### src/rtl/sipo_pkg.sv
// Shared types for the serial-to-parallel collector: default word width and FSM state encodings.
// No logic; imported by the interface, the shift core and the top.
package sipo_pkg;

   localparam int FF_DEFAULT = 4;

   typedef enum logic {IDLE, COLLECT} col_state_e;
   typedef enum logic {EMPTY, FULL}   out_state_e;

endpackage

### src/rtl/sipo_collector_if.sv
// Serial-in / parallel-out bundle for sipo_collector; master drives the stream and consumes words.
// Pure wiring, no latency; par_ready is the only backpressure signal.
interface sipo_collector_if import sipo_pkg::*; #(parameter int FF = FF_DEFAULT) ();

   logic          sin;
   logic          sin_valid;
   logic          sync;
   logic [FF-1:0] par_data;
   logic          par_valid;
   logic          par_ready;
   logic          busy;
   logic          ovf;
   logic          ovf_clr;

   modport master (
      output sin, sin_valid, sync, par_ready, ovf_clr,
      input  par_data, par_valid, busy, ovf
   );

   modport slave (
      input  sin, sin_valid, sync, par_ready, ovf_clr,
      output par_data, par_valid, busy, ovf
   );

endinterface

### src/rtl/sipo_shift_core.sv
// LSB-first bit collector: shift register, bit counter and sync realignment; pulses done_o with word_o
// combinationally in the cycle the last bit is accepted. No backpressure: bits are always accepted.
module sipo_shift_core import sipo_pkg::*; #(
   parameter int FF = FF_DEFAULT
) (
   input  logic          clk,
   input  logic          reset,
   input  logic          sin_i,
   input  logic          sin_valid_i,
   input  logic          sync_i,
   output logic          done_o,
   output logic [FF-1:0] word_o,
   output logic          busy_o
);

   localparam int CW = (FF > 2) ? $clog2(FF) : 1;
   typedef logic [CW-1:0] cnt_t;
   localparam cnt_t LAST = cnt_t'(FF - 1);

   col_state_e    state_q, state_d;
   cnt_t          cnt_q, cnt_d;
   logic [FF-2:0] shreg_q, shreg_d;
   logic          busy_q;

   // Only FF-1 bits are stored: the incoming bit completes the word in the same cycle.
   assign word_o = {sin_i, shreg_q};
   assign busy_o = busy_q;

   always_ff @(posedge clk) begin
      if (!reset) begin
         state_q <= IDLE;
         cnt_q   <= '0;
         shreg_q <= '0;
         busy_q  <= 1'b0;
      end else begin
         state_q <= state_d;
         cnt_q   <= cnt_d;
         shreg_q <= shreg_d;
         busy_q  <= (cnt_d != '0);
      end
   end

   always_comb begin
      state_d = state_q;
      cnt_d   = cnt_q;
      shreg_d = shreg_q;
      done_o  = 1'b0;
      if (sync_i) begin
         shreg_d = '0;
         cnt_d   = '0;
         state_d = IDLE;
         if (sin_valid_i) begin
            shreg_d[FF-2] = sin_i;
            cnt_d         = cnt_t'(1);
            state_d       = COLLECT;
         end
      end else if (sin_valid_i) begin
         shreg_d = word_o[FF-1:1];
         case (state_q)
            IDLE: begin
               cnt_d   = cnt_t'(1);
               state_d = COLLECT;
            end
            COLLECT: begin
               if (cnt_q == LAST) begin
                  cnt_d   = '0;
                  state_d = IDLE;
                  done_o  = 1'b1;
               end else begin
                  cnt_d = cnt_q + 1'b1;
               end
            end
            default: state_d = IDLE;
         endcase
      end
   end

endmodule

### src/rtl/sipo_collector.sv
// Reassembles an LSB-first bit stream into FF-bit words on a valid/ready port; word valid on the edge
// taking its last bit. A word completing while the port is full and not ready is dropped and sets ovf.
module sipo_collector import sipo_pkg::*; #(
   parameter int FF = FF_DEFAULT
) (
   input  logic            clk,
   input  logic            reset,
   sipo_collector_if.slave sif
);

   logic          done;
   logic [FF-1:0] word;
   logic          busy;

   out_state_e    ost_q, ost_d;
   logic [FF-1:0] data_q, data_d;
   logic          ovf_q, ovf_d;

   sipo_shift_core #(.FF(FF)) u_core (
      .clk         (clk),
      .reset       (reset),
      .sin_i       (sif.sin),
      .sin_valid_i (sif.sin_valid),
      .sync_i      (sif.sync),
      .done_o      (done),
      .word_o      (word),
      .busy_o      (busy)
   );

   always_ff @(posedge clk) begin
      if (!reset) begin
         ost_q  <= EMPTY;
         data_q <= '0;
         ovf_q  <= 1'b0;
      end else begin
         ost_q  <= ost_d;
         data_q <= data_d;
         ovf_q  <= ovf_d;
      end
   end

   always_comb begin
      ost_d  = ost_q;
      data_d = data_q;
      ovf_d  = ovf_q & ~sif.ovf_clr;
      if (done) begin
         // A handoff in the completion cycle frees the slot, so the new word loads without a bubble.
         if (ost_q == EMPTY || sif.par_ready) begin
            data_d = word;
            ost_d  = FULL;
         end else begin
            ovf_d = 1'b1;
         end
      end else if (ost_q == FULL && sif.par_ready) begin
         ost_d = EMPTY;
      end
   end

   assign sif.par_data  = data_q;
   assign sif.par_valid = (ost_q == FULL);
   assign sif.busy      = busy;
   assign sif.ovf       = ovf_q;

endmodule

### src/flat_wrapper.sv
// flat-port wrapper written by rule: the top's interface ports become plain ports
module sipo_collector_flat import sipo_pkg::*;
#(
   parameter int FF = FF_DEFAULT
)
  (clk, reset, sif_sin, sif_sin_valid, sif_sync, sif_par_ready, sif_ovf_clr, sif_par_data, sif_par_valid, sif_busy, sif_ovf);
  sipo_collector_if #(.FF(FF)) sif_i ();
  input  logic clk;
  input  logic reset;
  input wire logic [$bits(sif_i.sin)-1:0] sif_sin;
  input wire logic [$bits(sif_i.sin_valid)-1:0] sif_sin_valid;
  input wire logic [$bits(sif_i.sync)-1:0] sif_sync;
  input wire logic [$bits(sif_i.par_ready)-1:0] sif_par_ready;
  input wire logic [$bits(sif_i.ovf_clr)-1:0] sif_ovf_clr;
  output wire logic [$bits(sif_i.par_data)-1:0] sif_par_data;
  output wire logic [$bits(sif_i.par_valid)-1:0] sif_par_valid;
  output wire logic [$bits(sif_i.busy)-1:0] sif_busy;
  output wire logic [$bits(sif_i.ovf)-1:0] sif_ovf;
  assign sif_i.sin = sif_sin;
  assign sif_i.sin_valid = sif_sin_valid;
  assign sif_i.sync = sif_sync;
  assign sif_i.par_ready = sif_par_ready;
  assign sif_i.ovf_clr = sif_ovf_clr;
  assign sif_par_data = sif_i.par_data;
  assign sif_par_valid = sif_i.par_valid;
  assign sif_busy = sif_i.busy;
  assign sif_ovf = sif_i.ovf;
  sipo_collector #(.FF(FF)) u_core (.clk(clk), .reset(reset), .sif(sif_i));
endmodule
### config.mk
export PLATFORM = sky130hd
export DESIGN_NAME = sipo_collector_flat
export DESIGN_NICKNAME = d
export VERILOG_FILES = /design/src/rtl/sipo_pkg.sv /design/src/rtl/sipo_collector_if.sv /design/src/rtl/sipo_shift_core.sv /design/src/rtl/sipo_collector.sv /design/src/flat_wrapper.sv
export SDC_FILE = /design/constraint.sdc
export NUM_CORES = 1
export LEC_CHECK = 0
export CAP_MARGIN = 10
export CELL_PAD_IN_SITES_DETAIL_PLACEMENT = 1
export CELL_PAD_IN_SITES_GLOBAL_PLACEMENT = 2
export CORE_MARGIN = 1
export CORE_UTILIZATION = 30
export CTS_CLUSTER_SIZE = 24
export DETAILED_ROUTE_END_ITERATION = 10
export PLACE_DENSITY_LB_ADDON = 0.1
export SLEW_MARGIN = 0
export SYNTH_ARGS = -nofsm -noshare
export SYNTH_HDL_FRONTEND = slang
export SYNTH_SLANG_ARGS = --single-unit
### constraint.sdc
create_clock -name clk -period 3 [get_ports clk]
set_clock_uncertainty 0.1 [all_clocks]
set_input_delay 0.6 -clock clk [delete_from_list [all_inputs] [get_ports clk]]
set_output_delay 0.6 -clock clk [all_outputs]
set_load 0.02 [all_outputs]
==> results of run 1 <==
-- cell type report --
type / count / area, um2
tap: 25 / 31.3
inverter: 1 / 3.75
fill: 212 / 1010
clock buffer: 4 / 26.3
sequential: 13 / 260
timing repair buffer: 13 / 130
multi-input combinational: 37 / 265
-- path summary, 6_finish.rpt --
check | end | slack, ns | from
worst max-delay path | sif_par_valid | 1.09 | u_core.sif.par_valid$_SDFFE_PN0P_
worst min-delay path | u_core.sif.par_data[2]$_SDFFE_PN0P_ | 0.36 | u_core.sif.par_data[2]$_SDFFE_PN0P_
worst max register to register | u_core.sif.par_data[1]$_SDFFE_PN0P_ | 1.64 | u_core.u_core.cnt_q[0]$_SDFF_PN0_
worst min register to register | u_core.sif.par_data[2]$_SDFFE_PN0P_ | 0.36 | u_core.sif.par_data[2]$_SDFFE_PN0P_
-- flip-flops by register name, indices dropped and copies added (netlist names) --
register and count:
u_core.u_core.state_q 1, u_core.u_core.busy_o 1, u_core.u_core.shreg_q 3, u_core.sif.par_data 4, u_core.u_core.cnt_q 2, u_core.sif.par_valid 1, u_core.sif.ovf 1
-- worst min-delay path, cell delays in order (launching register included) --
cell	delay [ns]
dfxtp_1	0.31
nand2_1	0.05
mux2i_1	0.05
-- power groups by stage --
stage | Clock, uW | Sequential, uW | Combinational [uW]
after global placement | 0 | 183 | 26.5
after floorplan | 0 | 184 | 13.6
after CTS | 111 | 179 | 26.8
after detailed placement | 0 | 183 | 26.7
final | 106 | 179 | 26.1
after global routing | 119 | 180 | 28.7
-- metrics by stage --
step	utilization, %	power, uW	setup slack, ns
final	41.5	311	1.09
after global routing	41.5	327	1.01
after CTS	41.5	316	1.08
after detailed placement	40.0	210	0.826
after global placement	40.0	209	0.850
after floorplan	-	197	1.60
-- cells in the final DEF (no fill, tap or decap), types with 2 or more instances in the layout --
cell type        Yosys  final
dfxtp_1             13     13
mux2i_1              6      6
o211a_1              2      2
clkbuf_4             0      3
nand2_1              8      8
clkdlybuf4s50_1      0     13
nor2b_1              3      3
nand2b_1             2      2
nor2_1               3      3
-- cells by family after synthesis --
family                   synth area share (%)
adder cells (fa/ha/maj)                  2.25
buffers and inverters                    5.62
flip-flops                               46.7
multiplexers                             10.8
AND/OR/NAND/NOR                          23.8
AO/OA/AOI/OAI                            10.8
-- per-layer routing --
layer / track usage, % / vias to the layer above / routed length, um
li1: - / 209 / -
met1: 14.5 / 179 / 497
met2: 15.9 / 12 / 404
met3: 4.00 / 0 / 49
met4: 1.82 / 0 / 0
met5: 0 / - / 0
==> flow_summary.html, run 1 <==
<table>
<tr><th>Metric</th><th>Value</th></tr>
<tr><th colspan="2">Worst setup path</th></tr>
<tr><td>Slowest cell on crit path</td><td>clkdlybuf4s50_1</td></tr>
<tr><td>Type of element capturing the critical path</td><td>output port</td></tr>
<tr><td>Crit start category</td><td>flip-flop</td></tr>
<tr><td>Required time reported for the critical path endpoint</td><td>~2.3 ns</td></tr>
<tr><td>Largest incremental delay on the critical path</td><td>around 0.60 ns</td></tr>
<tr><td>Depth of the critical timing path with buffers and inverters included</td><td>1</td></tr>
<tr><td>Biggest fanout along the worst timing path</td><td>2</td></tr>
<tr><td>Number of buffers and inverters on the critical path</td><td>1</td></tr>
<tr><td>Arrival time of the worst setup path</td><td>1.21 ns</td></tr>
<tr><td>CP Cell Sequence</td><td>clkdlybuf4s50_1</td></tr>
<tr><td>Cell depth of the worst flop-to-flop path</td><td>4</td></tr>
<tr><td>CP Class</td><td>reg -&gt; out</td></tr>
<tr><td>Family of cells with the greatest summed delay on the critical path</td><td>buffers and inverters</td></tr>
<tr><th colspan="2">Clock tree</th></tr>
<tr><td>CTS buffer count</td><td>3</td></tr>
<tr><td>Clock tree from TritonCTS</td><td>built</td></tr>
<tr><td>Worst-case clock buffer depth</td><td>2</td></tr>
<tr><td>Clk Latency, worst-skew pair</td><td>roughly 0.27 ns</td></tr>
<tr><td>CTS Hold Bufs</td><td>0</td></tr>
<tr><td>Clock transition at path regs</td><td>~0.080 ns</td></tr>
<tr><td>Total clock sinks</td><td>13</td></tr>
<tr><td>Count of instances resized after the clock tree is built</td><td>0</td></tr>
<tr><td>CTS H-tree lvls</td><td>1</td></tr>
<tr><td>Number of post-CTS setup repair buffers</td><td>0</td></tr>
<tr><td>Cell at the root of the clock tree</td><td>clkbuf_4</td></tr>
<tr><th colspan="2">Outcome</th></tr>
<tr><td>Status</td><td>completed</td></tr>
<tr><th colspan="2">Synth</th></tr>
<tr><td>Share of synthesized flip-flops with an asynchronous set or reset</td><td>0%</td></tr>
<tr><td>Yosys top cell by area</td><td>dfxtp_1</td></tr>
<tr><td>Top cells by instance count after synthesis</td><td>dfxtp_1, nand2_1, mux2i_1</td></tr>
<tr><td>Synthesized netlist net count</td><td>62</td></tr>
<tr><td>Part of the Yosys area used for sequential elements</td><td>around 47%</td></tr>
<tr><td>Cell area after technology mapping</td><td>557 um2</td></tr>
<tr><td>Main synth FF type</td><td>dfxtp_1</td></tr>
<tr><td>Biggest area contributors in the synthesized netlist</td><td>dfxtp_1, mux2i_1, nand2_1</td></tr>
<tr><td>Post-synthesis sequential element count</td><td>13</td></tr>
<tr><td>Number of enable-type register cells in the synthesized netlist</td><td>0</td></tr>
<tr><td>Top-area cell type share of the netlist area</td><td>around 47%</td></tr>
<tr><td>Cell with the most instances after synthesis</td><td>dfxtp_1</td></tr>
<tr><td>Synth Warn #</td><td>0</td></tr>
<tr><td>Post-Syn Area per Cell</td><td>10.3 um2</td></tr>
<tr><td>Syn Inst Count</td><td>54</td></tr>
<tr><td>Post-synth cell types</td><td>23</td></tr>
<tr><th colspan="2">STA</th></tr>
<tr><td>Post-layout minimum cycle time</td><td>1.91 ns</td></tr>
<tr><td>Final period utilization</td><td>a little under two thirds</td></tr>
<tr><td>Relative slew margins</td><td>69.5%</td></tr>
<tr><td>Highest clock rate</td><td>~0.52 GHz</td></tr>
<tr><td>Setup repair after global routing missed its margin</td><td>no</td></tr>
<tr><td>Final total negative setup slack</td><td>0 ns</td></tr>
<tr><td>Slew Limit Fails</td><td>0</td></tr>
<tr><td>Worst Tran Pin Value</td><td>0.456 ns</td></tr>
<tr><td>Total of endpoints with negative setup slack in the final report</td><td>0</td></tr>
<tr><td>Hold_ws</td><td>0.360 ns</td></tr>
<tr><td>Total count of hold-check failures in the final report</td><td>0</td></tr>
<tr><th colspan="2">Power and ir drop</th></tr>
<tr><td>Cell Int Power</td><td>about 240 uW</td></tr>
<tr><td>Comb pwr share</td><td>under 10%</td></tr>
<tr><td>Leakage power total</td><td>0.000278 uW</td></tr>
<tr><td>Cell area power density</td><td>~430 nW/um2</td></tr>
<tr><td>NetSw</td><td>a little under 70 uW</td></tr>
<tr><td>Clock network fraction of design power</td><td>34.1%</td></tr>
<tr><td>IR drop worst, VDD</td><td>0.000246 V</td></tr>
<tr><td>Switch share</td><td>between 20% and 30%</td></tr>
<tr><td>Power share of the sequential group</td><td>around 57%</td></tr>
<tr><th colspan="2">Place</th></tr>
<tr><td>Placement Cell Area</td><td>just under 700 um2</td></tr>
<tr><td>Placer's final routability congestion estimate</td><td>0.667</td></tr>
<tr><td>Dpl cells</td><td>89</td></tr>
<tr><td>Placed wire-length estimate after detailed placement</td><td>~760 um</td></tr>
<tr><td>Number of buffers inserted by port buffering</td><td>13</td></tr>
<tr><th colspan="2">GRT</th></tr>
<tr><td>All-Layer GR Usage</td><td>between 10% and 20%</td></tr>
<tr><td>Initial antenna violation count</td><td>0</td></tr>
<tr><td>Gr ovfl total</td><td>0</td></tr>
<tr><td>First-pass GRT wire length</td><td>approximately 1600 um</td></tr>
<tr><td>Number of global-route vias before repair</td><td>around 360</td></tr>
<tr><td>Pin count of the biggest net entering global routing</td><td>15</td></tr>
<tr><th colspan="2">Drt</th></tr>
<tr><td>Vias post-DR</td><td>400</td></tr>
<tr><td>Routed wire length per instance</td><td>10.2 um</td></tr>
<tr><td>TritonRoute pass-1 iters</td><td>2</td></tr>
<tr><td>Number of DRC markers after the initial detailed-route iteration</td><td>1</td></tr>
<tr><td>Routed wire length</td><td>roughly 950 um</td></tr>
<tr><td>Vias per std cell</td><td>roughly 4.3</td></tr>
<tr><td>Antenna violation net count after detailed routing</td><td>0</td></tr>
<tr><td>Residual DRC</td><td>0</td></tr>
<tr><th colspan="2">Floorplanning</th></tr>
<tr><td>Overall die height</td><td>roughly 45 um</td></tr>
<tr><td>Die Outline Area</td><td>around 2000 um2</td></tr>
<tr><td>Core Area</td><td>about 1700 um2</td></tr>
<tr><td>Initial Util</td><td>roughly a third</td></tr>
<tr><td>IO Pins</td><td>14</td></tr>
<tr><td>Std-Cell Rows</td><td>15</td></tr>
<tr><td>Die span in x</td><td>45.1 um</td></tr>
<tr><th colspan="2">Final layout</th></tr>
<tr><td>Ratio of cells with drive above 1 in the final layout</td><td>about a tenth</td></tr>
<tr><td>Count of nets after finishing</td><td>just under 80</td></tr>
<tr><td>Area Overhead vs Synth</td><td>28.8%</td></tr>
<tr><td>Number of standard cells in the layout, taps in and fillers out</td><td>between 90 and 100</td></tr>
<tr><td>Design area</td><td>717 um2</td></tr>
<tr><td>Antenna cell count</td><td>0</td></tr>
<tr><th colspan="2">Min path</th></tr>
<tr><td>Hold WC Path Type</td><td>reg -&gt; reg</td></tr>
<tr><td>Hold depth</td><td>2</td></tr>
<tr><th colspan="2">Run</th></tr>
<tr><td>Max-cap violation count</td><td>0</td></tr>
</table>
Power figures use the tool's default switching activity.
==> run 2, diff against run 1 <==
- CORE_UTILIZATION: 30 -> 28
- clock period: 3 -> 1.82 ns (I/O delays scaled with it)
==> run 2 against run 1 <==
Effect of this change: sequential power is 65% higher; non-clock buffer count is 4 higher; cell count is 4.3% higher; via count rose by 6.0%; core utilization is 0.063 points lower; combinational power grew 87%; first-iteration DRC count rose by 100%; clock power increased by 74%; routed wire length up 11%; worst setup slack lost 0.97 ns; critical path type unchanged; largest power group unchanged.
==> flow_summary.html, run 2 (same netlist as run 1, synthesis figures left out) <==
<table>
<tr><th>Metric</th><th>Value</th></tr>
<tr><th colspan="2">Outcome</th></tr>
<tr><td>Status</td><td>completed (unchanged)</td></tr>
<tr><th colspan="2">Worst setup path</th></tr>
<tr><td>CP Cell Sequence</td><td>clkdlybuf4s50_1 (unchanged)</td></tr>
<tr><td>Slowest cell on crit path</td><td>clkdlybuf4s50_1 (unchanged)</td></tr>
<tr><td>Largest incremental delay on the critical path</td><td>0.61 ns (was 0.60 ns)</td></tr>
<tr><td>Type of element capturing the critical path</td><td>output port (unchanged)</td></tr>
<tr><td>Biggest fanout along the worst timing path</td><td>2 (unchanged)</td></tr>
<tr><td>Number of buffers and inverters on the critical path</td><td>1 (unchanged)</td></tr>
<tr><td>Depth of the critical timing path with buffers and inverters included</td><td>1 (unchanged)</td></tr>
<tr><td>Required time reported for the critical path endpoint</td><td>1.36 ns (was 2.30 ns)</td></tr>
<tr><td>Crit Reg-Reg Startpoint</td><td>u_core.u_core.cnt_q[0]$_SDFF_PN0_ (unchanged)</td></tr>
<tr><td>Cell depth of the worst flop-to-flop path</td><td>4 (unchanged)</td></tr>
<tr><td>Slack of the worst reg-to-reg path</td><td>0.50 ns (was 1.64 ns)</td></tr>
<tr><td>Crit start category</td><td>flip-flop (unchanged)</td></tr>
<tr><td>Family of cells with the greatest summed delay on the critical path</td><td>buffers and inverters (unchanged)</td></tr>
<tr><td>CP Class</td><td>reg -&gt; out (unchanged)</td></tr>
<tr><td>Capturing point of the worst reg2reg path</td><td>u_core.sif.par_data[3]$_SDFFE_PN0P_ (was u_core.sif.par_data[1]$_SDFFE_PN0P_)</td></tr>
<tr><td>Arrival time of the worst setup path</td><td>1.23 ns (was 1.21 ns)</td></tr>
<tr><th colspan="2">STA</th></tr>
<tr><td>Setup repair after global routing missed its margin</td><td>no (unchanged)</td></tr>
<tr><td>Slew Limit Fails</td><td>0 (unchanged)</td></tr>
<tr><td>Highest clock rate</td><td>0.591 GHz</td></tr>
<tr><td>Post-layout minimum cycle time</td><td>between 1.5 and 2 ns</td></tr>
<tr><td>Total of endpoints with negative setup slack in the final report</td><td>0 (unchanged)</td></tr>
<tr><td>Final period utilization</td><td>between 90 and 100%</td></tr>
<tr><td>Worst Tran Pin Value</td><td>0.261 ns (was 0.456 ns)</td></tr>
<tr><td>Final total negative setup slack</td><td>0 ns (unchanged)</td></tr>
<tr><td>Hold_ws</td><td>0.366 ns (was 0.360 ns)</td></tr>
<tr><td>Total count of hold-check failures in the final report</td><td>0 (unchanged)</td></tr>
<tr><td>Relative slew margins</td><td>82.5% (was 69.5%)</td></tr>
<tr><th colspan="2">Drt</th></tr>
<tr><td>Residual DRC</td><td>0 (unchanged)</td></tr>
<tr><td>Number of DRC markers after the initial detailed-route iteration</td><td>2 (was 1)</td></tr>
<tr><td>Vias post-DR</td><td>424 (was 400)</td></tr>
<tr><td>Antenna violation net count after detailed routing</td><td>0 (unchanged)</td></tr>
<tr><td>Vias per std cell</td><td>4.37 (was 4.30)</td></tr>
<tr><td>Routed wire length per instance</td><td>10.9 um (was 10.2 um)</td></tr>
<tr><td>Routed wire length</td><td>1060 um (was 951 um)</td></tr>
<tr><td>TritonRoute pass-1 iters</td><td>4 (was 2)</td></tr>
<tr><th colspan="2">Final layout</th></tr>
<tr><td>Count of nets after finishing</td><td>81 (was 77)</td></tr>
<tr><td>Post-Route Utilization</td><td>41.5% (about the same)</td></tr>
<tr><td>Number of filler cells placed in the layout</td><td>214 (was 212)</td></tr>
<tr><td>Ratio of cells with drive above 1 in the final layout</td><td>15.3% (was 10.3%)</td></tr>
<tr><td>Antenna cell count</td><td>0 (unchanged)</td></tr>
<tr><td>Commonest cells after routing, fill and taps aside</td><td>clkdlybuf4s50_1, dfxtp_1, nand2_1 (unchanged)</td></tr>
<tr><td>Largest register FFs</td><td>4 (unchanged)</td></tr>
<tr><td>Area Overhead vs Synth</td><td>34.2% (was 28.8%)</td></tr>
<tr><th colspan="2">Clock tree</th></tr>
<tr><td>Worst-case clock buffer depth</td><td>2 (unchanged)</td></tr>
<tr><td>Clock tree from TritonCTS</td><td>built (unchanged)</td></tr>
<tr><td>CTS Hold Bufs</td><td>0 (unchanged)</td></tr>
<tr><td>CTS buffer count</td><td>3 (unchanged)</td></tr>
<tr><td>CTS H-tree lvls</td><td>1 (unchanged)</td></tr>
<tr><td>Clk Latency, worst-skew pair</td><td>0.28 ns (was 0.27 ns)</td></tr>
<tr><td>Number of post-CTS setup repair buffers</td><td>0 (unchanged)</td></tr>
<tr><td>Cell at the root of the clock tree</td><td>clkbuf_4 (unchanged)</td></tr>
<tr><td>Count of instances resized after the clock tree is built</td><td>0 (unchanged)</td></tr>
<tr><td>Total clock sinks</td><td>13 (unchanged)</td></tr>
<tr><td>Clock transition at path regs</td><td>0.09 ns (was 0.08 ns)</td></tr>
<tr><th colspan="2">GRT</th></tr>
<tr><td>First-pass GRT wire length</td><td>1760 um (was 1580 um)</td></tr>
<tr><td>Number of global-route vias before repair</td><td>424 (was 362)</td></tr>
<tr><td>All-Layer GR Usage</td><td>11.9% (was 10.6%)</td></tr>
<tr><td>Gr ovfl total</td><td>0 (unchanged)</td></tr>
<tr><td>Pin count of the biggest net entering global routing</td><td>10 (was 15)</td></tr>
<tr><td>Initial antenna violation count</td><td>0 (unchanged)</td></tr>
<tr><th colspan="2">Floorplanning</th></tr>
<tr><td>Std-Cell Rows</td><td>15 (unchanged)</td></tr>
<tr><td>Die Outline Area</td><td>2170 um2 (was 2030 um2)</td></tr>
<tr><td>Die span in x</td><td>46.6 um (was 45.1 um)</td></tr>
<tr><td>Overall die height</td><td>46.6 um (was 45.1 um)</td></tr>
<tr><td>Initial Util</td><td>30.9% (was 32.2%)</td></tr>
<tr><td>Core Area</td><td>1800 um2 (was 1730 um2)</td></tr>
<tr><td>IO Pins</td><td>14 (unchanged)</td></tr>
<tr><th colspan="2">Place</th></tr>
<tr><td>Number of buffers inserted by port buffering</td><td>13 (unchanged)</td></tr>
<tr><td>Placer's final routability congestion estimate</td><td>0.673 (was 0.667)</td></tr>
<tr><td>Placed wire-length estimate after detailed placement</td><td>847 um (was 758 um)</td></tr>
<tr><th colspan="2">Run</th></tr>
<tr><td>Max-cap violation count</td><td>0 (unchanged)</td></tr>
<tr><th colspan="2">Min path</th></tr>
<tr><td>Hold depth</td><td>2 (unchanged)</td></tr>
<tr><td>Worst hold endpoint</td><td>u_core.sif.par_data[3]$_SDFFE_PN0P_ (was u_core.sif.par_data[2]$_SDFFE_PN0P_)</td></tr>
<tr><td>Hold WC Path Type</td><td>reg -&gt; reg (unchanged)</td></tr>
<tr><td>Worst hold path startpoint</td><td>u_core.sif.par_data[3]$_SDFFE_PN0P_ (was u_core.sif.par_data[2]$_SDFFE_PN0P_)</td></tr>
<tr><th colspan="2">Power and ir drop</th></tr>
<tr><td>IR drop worst, VDD</td><td>0.000382 V (was 0.000246 V)</td></tr>
<tr><td>Cell area power density</td><td>706 nW/um2 (was 434 nW/um2)</td></tr>
<tr><td>Total chip power</td><td>527 uW (was 311 uW)</td></tr>
<tr><td>Leakage power total</td><td>0.000297 uW (was 0.000278 uW)</td></tr>
</table>
[run 2: cell types whose count changed in the layout (fill, tap and decap cells not counted)]
cell / change
buf_4: +4
[run 2: tightest hold or removal path: cells and delay by family, from the launching register on]
family / cells / cell delay [ns]
flip-flops: 1 / 0.32
AND/OR/NAND/NOR: 1 / 0.05
multiplexers: 1 / 0.05
[run 2: stage by stage]
| stage | instance area (um2) | std cells | setup slack [ns] |
|---|---|---|---|
| after floorplan | 557 | 54 | 0.614 |
| after global placement | 721 | 93 | 0.0921 |
| after detailed placement | 721 | 93 | 0.0834 |
| after CTS | 747 | 97 | 0.121 |
| after global routing | 747 | 97 | 0.0763 |
| final | 747 | 97 | 0.127 |
[run 2: how the worst max path moves through the flow]
stage	from	endpoint	slack (ns)
after floorplan	u_core.u_core.cnt_q[1]$_SDFF_PN0_	u_core.sif.par_data[0]$_SDFFE_PN0P_	0.61
after detailed placement	sif_sin_valid	u_core.sif.par_data[2]$_SDFFE_PN0P_	0.08
after global routing	u_core.sif.par_data[1]$_SDFFE_PN0P_	sif_par_data[1]	0.08
final	u_core.sif.par_data[2]$_SDFFE_PN0P_	sif_par_data[2]	0.13
after CTS	u_core.sif.par_data[2]$_SDFFE_PN0P_	sif_par_data[2]	0.12
after global placement	sif_sin_valid	u_core.sif.par_data[0]$_SDFFE_PN0P_	0.09
[run 2: per-layer routing]
metal	wire length [um]	up-vias	GRT usage, %
met2	429	14	17.8
met3	43	2	3.53
met5	0	-	0
li1	-	215	-
met4	17	0	5.29
met1	566	193	15.5
[run 2: where the power goes]
group          switching (uW)  internal, uW  leakage [uW]  total, uW
Combinational            20.7          28.0      0.000176       48.7
Sequential               4.48           290      0.000106        295
Clock                    98.7          84.9     0.0000150        184
[run 2: area by class of cell]
| type | instances | area, um2 | share of cell area [%] |
|---|---|---|---|
| multi-input cells | 37 | 265 | 35.5 |
| flip-flops and latches | 13 | 260 | 34.8 |
| repair buffers | 17 | 160 | 21.4 |
| well taps | 25 | 31.3 | 4.19 |
| clock buffers | 4 | 26.3 | 3.52 |
| inverters | 1 | 3.75 | 0.503 |
==> run 3, diff against run 2 <==
- CORE_UTILIZATION: 28 -> 27
- SYNTH_HIERARCHICAL: not set -> 1
==> run 3 against run 2 <==
Effect of this change: clock power shrank 5%; area after synthesis shrank 1.3%; sequential share of layout area grew 0.71 points; register-to-register slack lost 0.09 ns; critical path depth is the same; core utilization shrank 1.3 points; cell area shrank 2.0%; die area grew 2.2%; combinational power shrank 1%; global-route usage shrank 0.54 points; synthesized cell count grew 1.9%; count of clock-buffer cells in the layout is the same; largest power group unchanged.
==> flow_summary.html, run 3 <==
<table>
<tr><th>Metric</th><th>Value</th></tr>
<tr><th colspan="2">Outcome</th></tr>
<tr><td>Status</td><td>completed (unchanged)</td></tr>
<tr><th colspan="2">Place</th></tr>
<tr><td>Placed wire-length estimate after detailed placement</td><td>805 um (was 847 um)</td></tr>
<tr><td>Number of buffers inserted by port buffering</td><td>13 (unchanged)</td></tr>
<tr><td>Dpl cells</td><td>93 (unchanged)</td></tr>
<tr><td>Placer's final routability congestion estimate</td><td>0.627 (was 0.673)</td></tr>
<tr><th colspan="2">Clock tree</th></tr>
<tr><td>Clock tree from TritonCTS</td><td>built (unchanged)</td></tr>
<tr><td>Cell at the root of the clock tree</td><td>clkbuf_4 (unchanged)</td></tr>
<tr><td>Clock transition at path regs</td><td>0.08 ns (was 0.09 ns)</td></tr>
<tr><td>CTS buffer count</td><td>3 (unchanged)</td></tr>
<tr><td>Clk Latency, worst-skew pair</td><td>0.27 ns (was 0.28 ns)</td></tr>
<tr><td>CTS Hold Bufs</td><td>0 (unchanged)</td></tr>
<tr><td>Total clock sinks</td><td>13 (unchanged)</td></tr>
<tr><td>Count of instances resized after the clock tree is built</td><td>0 (unchanged)</td></tr>
<tr><td>CTS H-tree lvls</td><td>1 (unchanged)</td></tr>
<tr><td>Number of post-CTS setup repair buffers</td><td>0 (unchanged)</td></tr>
<tr><td>Worst-case clock buffer depth</td><td>2 (unchanged)</td></tr>
<tr><th colspan="2">Worst setup path</th></tr>
<tr><td>Required time reported for the critical path endpoint</td><td>1.36 ns (about the same)</td></tr>
<tr><td>Largest incremental delay on the critical path</td><td>0.61 ns (about the same)</td></tr>
<tr><td>Number of buffers and inverters on the critical path</td><td>1 (unchanged)</td></tr>
<tr><td>Family of cells with the greatest summed delay on the critical path</td><td>buffers and inverters (unchanged)</td></tr>
<tr><td>Biggest fanout along the worst timing path</td><td>2 (unchanged)</td></tr>
<tr><td>Crit start category</td><td>flip-flop (unchanged)</td></tr>
<tr><td>CP Cell Sequence</td><td>clkdlybuf4s50_1 (unchanged)</td></tr>
<tr><td>CP Class</td><td>reg -&gt; out (unchanged)</td></tr>
<tr><td>Arrival time of the worst setup path</td><td>1.21 ns (was 1.23 ns)</td></tr>
<tr><td>Type of element capturing the critical path</td><td>output port (unchanged)</td></tr>
<tr><td>Slowest cell on crit path</td><td>clkdlybuf4s50_1 (unchanged)</td></tr>
<tr><th colspan="2">GRT</th></tr>
<tr><td>Pin count of the biggest net entering global routing</td><td>13 (was 10)</td></tr>
<tr><td>Gr ovfl total</td><td>0 (unchanged)</td></tr>
<tr><td>First-pass GRT wire length</td><td>1680 um (was 1760 um)</td></tr>
<tr><td>Initial antenna violation count</td><td>0 (unchanged)</td></tr>
<tr><td>Number of global-route vias before repair</td><td>377 (was 424)</td></tr>
<tr><td>All-Layer GR Usage</td><td>11.3% (was 11.9%)</td></tr>
<tr><th colspan="2">Drt</th></tr>
<tr><td>Residual DRC</td><td>0 (unchanged)</td></tr>
<tr><td>TritonRoute pass-1 iters</td><td>3 (was 4)</td></tr>
<tr><td>Antenna violation net count after detailed routing</td><td>0 (unchanged)</td></tr>
<tr><td>Routed wire length per instance</td><td>10.5 um (was 10.9 um)</td></tr>
<tr><td>Routed wire length</td><td>1020 um (was 1060 um)</td></tr>
<tr><td>Number of DRC markers after the initial detailed-route iteration</td><td>6 (was 2)</td></tr>
<tr><td>Vias per std cell</td><td>4.26 (was 4.37)</td></tr>
<tr><td>Vias post-DR</td><td>413 (was 424)</td></tr>
<tr><th colspan="2">STA</th></tr>
<tr><td>Total of endpoints with negative setup slack in the final report</td><td>0 (unchanged)</td></tr>
<tr><td>Slew Limit Fails</td><td>0 (unchanged)</td></tr>
<tr><td>Relative slew margins</td><td>81.9% (was 82.5%)</td></tr>
<tr><td>Worst Tran Pin Value</td><td>0.270 ns (was 0.261 ns)</td></tr>
<tr><td>Final period utilization</td><td>91.8% (was 93.0%)</td></tr>
<tr><td>Total count of hold-check failures in the final report</td><td>0 (unchanged)</td></tr>
<tr><td>Highest clock rate</td><td>0.599 GHz (was 0.591 GHz)</td></tr>
<tr><td>Post-layout minimum cycle time</td><td>1.67 ns (was 1.69 ns)</td></tr>
<tr><td>Setup repair after global routing missed its margin</td><td>no (unchanged)</td></tr>
<tr><td>Final total negative setup slack</td><td>0 ns (unchanged)</td></tr>
<tr><th colspan="2">Synth</th></tr>
<tr><td>Synthesized netlist net count</td><td>63 (was 62)</td></tr>
<tr><td>Synth Warn #</td><td>6 (was 0)</td></tr>
<tr><td>Biggest area contributors in the synthesized netlist</td><td>dfxtp_1, mux2i_1, nor2b_1 (was dfxtp_1, mux2i_1, nand2_1)</td></tr>
<tr><td>Top-area cell type share of the netlist area</td><td>47.4% (was 46.7%)</td></tr>
<tr><td>Post-synthesis sequential element count</td><td>13 (unchanged)</td></tr>
<tr><td>Cell with the most instances after synthesis</td><td>dfxtp_1 (unchanged)</td></tr>
<tr><td>Yosys top cell by area</td><td>dfxtp_1 (unchanged)</td></tr>
<tr><td>Main synth FF type</td><td>dfxtp_1 (unchanged)</td></tr>
<tr><td>Post-Syn Area per Cell</td><td>9.99 um2 (was 10.3 um2)</td></tr>
<tr><td>Share of synthesized flip-flops with an asynchronous set or reset</td><td>0% (unchanged)</td></tr>
<tr><td>Cell area after technology mapping</td><td>549 um2 (was 557 um2)</td></tr>
<tr><td>Post-synth cell types</td><td>20 (was 23)</td></tr>
<tr><td>Syn Inst Count</td><td>55 (was 54)</td></tr>
<tr><td>Top cells by instance count after synthesis</td><td>dfxtp_1, nand2_1, mux2i_1 (unchanged)</td></tr>
<tr><td>Part of the Yosys area used for sequential elements</td><td>47.4% (was 46.7%)</td></tr>
<tr><td>Number of enable-type register cells in the synthesized netlist</td><td>0 (unchanged)</td></tr>
<tr><th colspan="2">Floorplanning</th></tr>
<tr><td>IO Pins</td><td>14 (unchanged)</td></tr>
<tr><td>Core Area</td><td>1820 um2 (was 1800 um2)</td></tr>
<tr><td>Overall die height</td><td>47.1 um (was 46.6 um)</td></tr>
<tr><td>Initial Util</td><td>30.2% (was 30.9%)</td></tr>
<tr><td>Die Outline Area</td><td>2220 um2 (was 2170 um2)</td></tr>
<tr><td>Std-Cell Rows</td><td>15 (unchanged)</td></tr>
<tr><td>Die span in x</td><td>47.1 um (was 46.6 um)</td></tr>
<tr><th colspan="2">Final layout</th></tr>
<tr><td>Antenna cell count</td><td>0 (unchanged)</td></tr>
<tr><td>Commonest cells after routing, fill and taps aside</td><td>clkdlybuf4s50_1, dfxtp_1, nand2_1 (unchanged)</td></tr>
<tr><td>Ratio of cells with drive above 1 in the final layout</td><td>13.9% (was 15.3%)</td></tr>
<tr><td>Largest register FFs</td><td>4 (unchanged)</td></tr>
<tr><td>Number of filler cells placed in the layout</td><td>218 (was 214)</td></tr>
<tr><td>Number of standard cells in the layout, taps in and fillers out</td><td>97 (unchanged)</td></tr>
<tr><td>Count of nets after finishing</td><td>81 (unchanged)</td></tr>
<tr><td>Area Overhead vs Synth</td><td>33.3% (was 34.2%)</td></tr>
<tr><td>Post-Route Utilization</td><td>40.2% (was 41.5%)</td></tr>
<tr><th colspan="2">Run</th></tr>
<tr><td>Max-cap violation count</td><td>0 (unchanged)</td></tr>
<tr><th colspan="2">Power and ir drop</th></tr>
<tr><td>IR drop worst, VDD</td><td>0.000394 V (was 0.000382 V)</td></tr>
<tr><td>Leakage power total</td><td>0.000268 uW (was 0.000297 uW)</td></tr>
<tr><td>Cell area power density</td><td>706 nW/um2 (about the same)</td></tr>
<tr><th colspan="2">Min path</th></tr>
<tr><td>Hold WC Path Type</td><td>reg -&gt; reg (unchanged)</td></tr>
</table>
[run 3: worst paths after layout]
| kind | start | endpoint | slack, ns | cells past startpoint |
|---|---|---|---|---|
| worst max register to register | u_core/u_core/state_q$_SDFFE_PN0P_ | u_core/sif.par_data[1]$_SDFFE_PN0P_ | 0.41 | 4 |
| worst min-delay path | u_core/sif.par_data[0]$_SDFFE_PN0P_ | u_core/sif.par_data[0]$_SDFFE_PN0P_ | 0.36 | 2 |
| worst max-delay path | u_core/sif.par_data[2]$_SDFFE_PN0P_ | sif_par_data[2] | 0.15 | 1 |
| worst min register to register | u_core/sif.par_data[0]$_SDFFE_PN0P_ | u_core/sif.par_data[0]$_SDFFE_PN0P_ | 0.36 | 2 |
[run 3: metrics by stage]
step | area (um2) | hold WS, ns | total power [uW] | worst slack, ns
floorplan | 549 | 0.337 | 325 | 0.549
global placement | 706 | 0.352 | 349 | 0.0243
detailed placement | 706 | 0.350 | 350 | -0.00254
CTS | 732 | 0.367 | 529 | 0.130
global route | 732 | 0.387 | 549 | 0.0839
finish | 732 | 0.362 | 517 | 0.150
[run 3: kinds of logic (layout without fill, tap and decap cells)]
family	after synthesis	count (layout)	synth area share, %
and+or+nand+nor	26	26	27.1
DFF	13	13	47.4
muxes	6	6	10.9
buffers and inverters	4	21	6.38
AOI/OAI and AO/OA	5	5	5.92
adders and majority gates	1	1	2.28
[run 3: power breakdown]
part	total [uW]	switching [uW]	internal, uW
clock	175	90.0	84.7
sequential	294	3.80	290
combinational	48.1	20.1	27.9
[run 3: worst register-to-register path: stages, from the launching register on]
cell,delay (ns)
dfxtp_1,0.37
nor2b_1,0.18
and3_1,0.19
nor2b_2,0.29
mux2i_1,0.22
[run 3: metal layers]
layer	share of wire (%)	track usage (%)	routed length, um
met1	53	15.7	534
met2	41	15.3	420
met3	5.4	3.46	55
met4	0.49	6.86	5
met5	0	0	0
[run 3: layout make-up]
cell class                      count  area [um2]  share of cell area (%)
Sequential cell                    13         260                    35.6
Clock buffer                        4        26.3                    3.59
Timing Repair Buffer               17         160                    21.9
Multi-Input combinational cell     38         254                    34.7
Tap cell                           25        31.3                    4.27
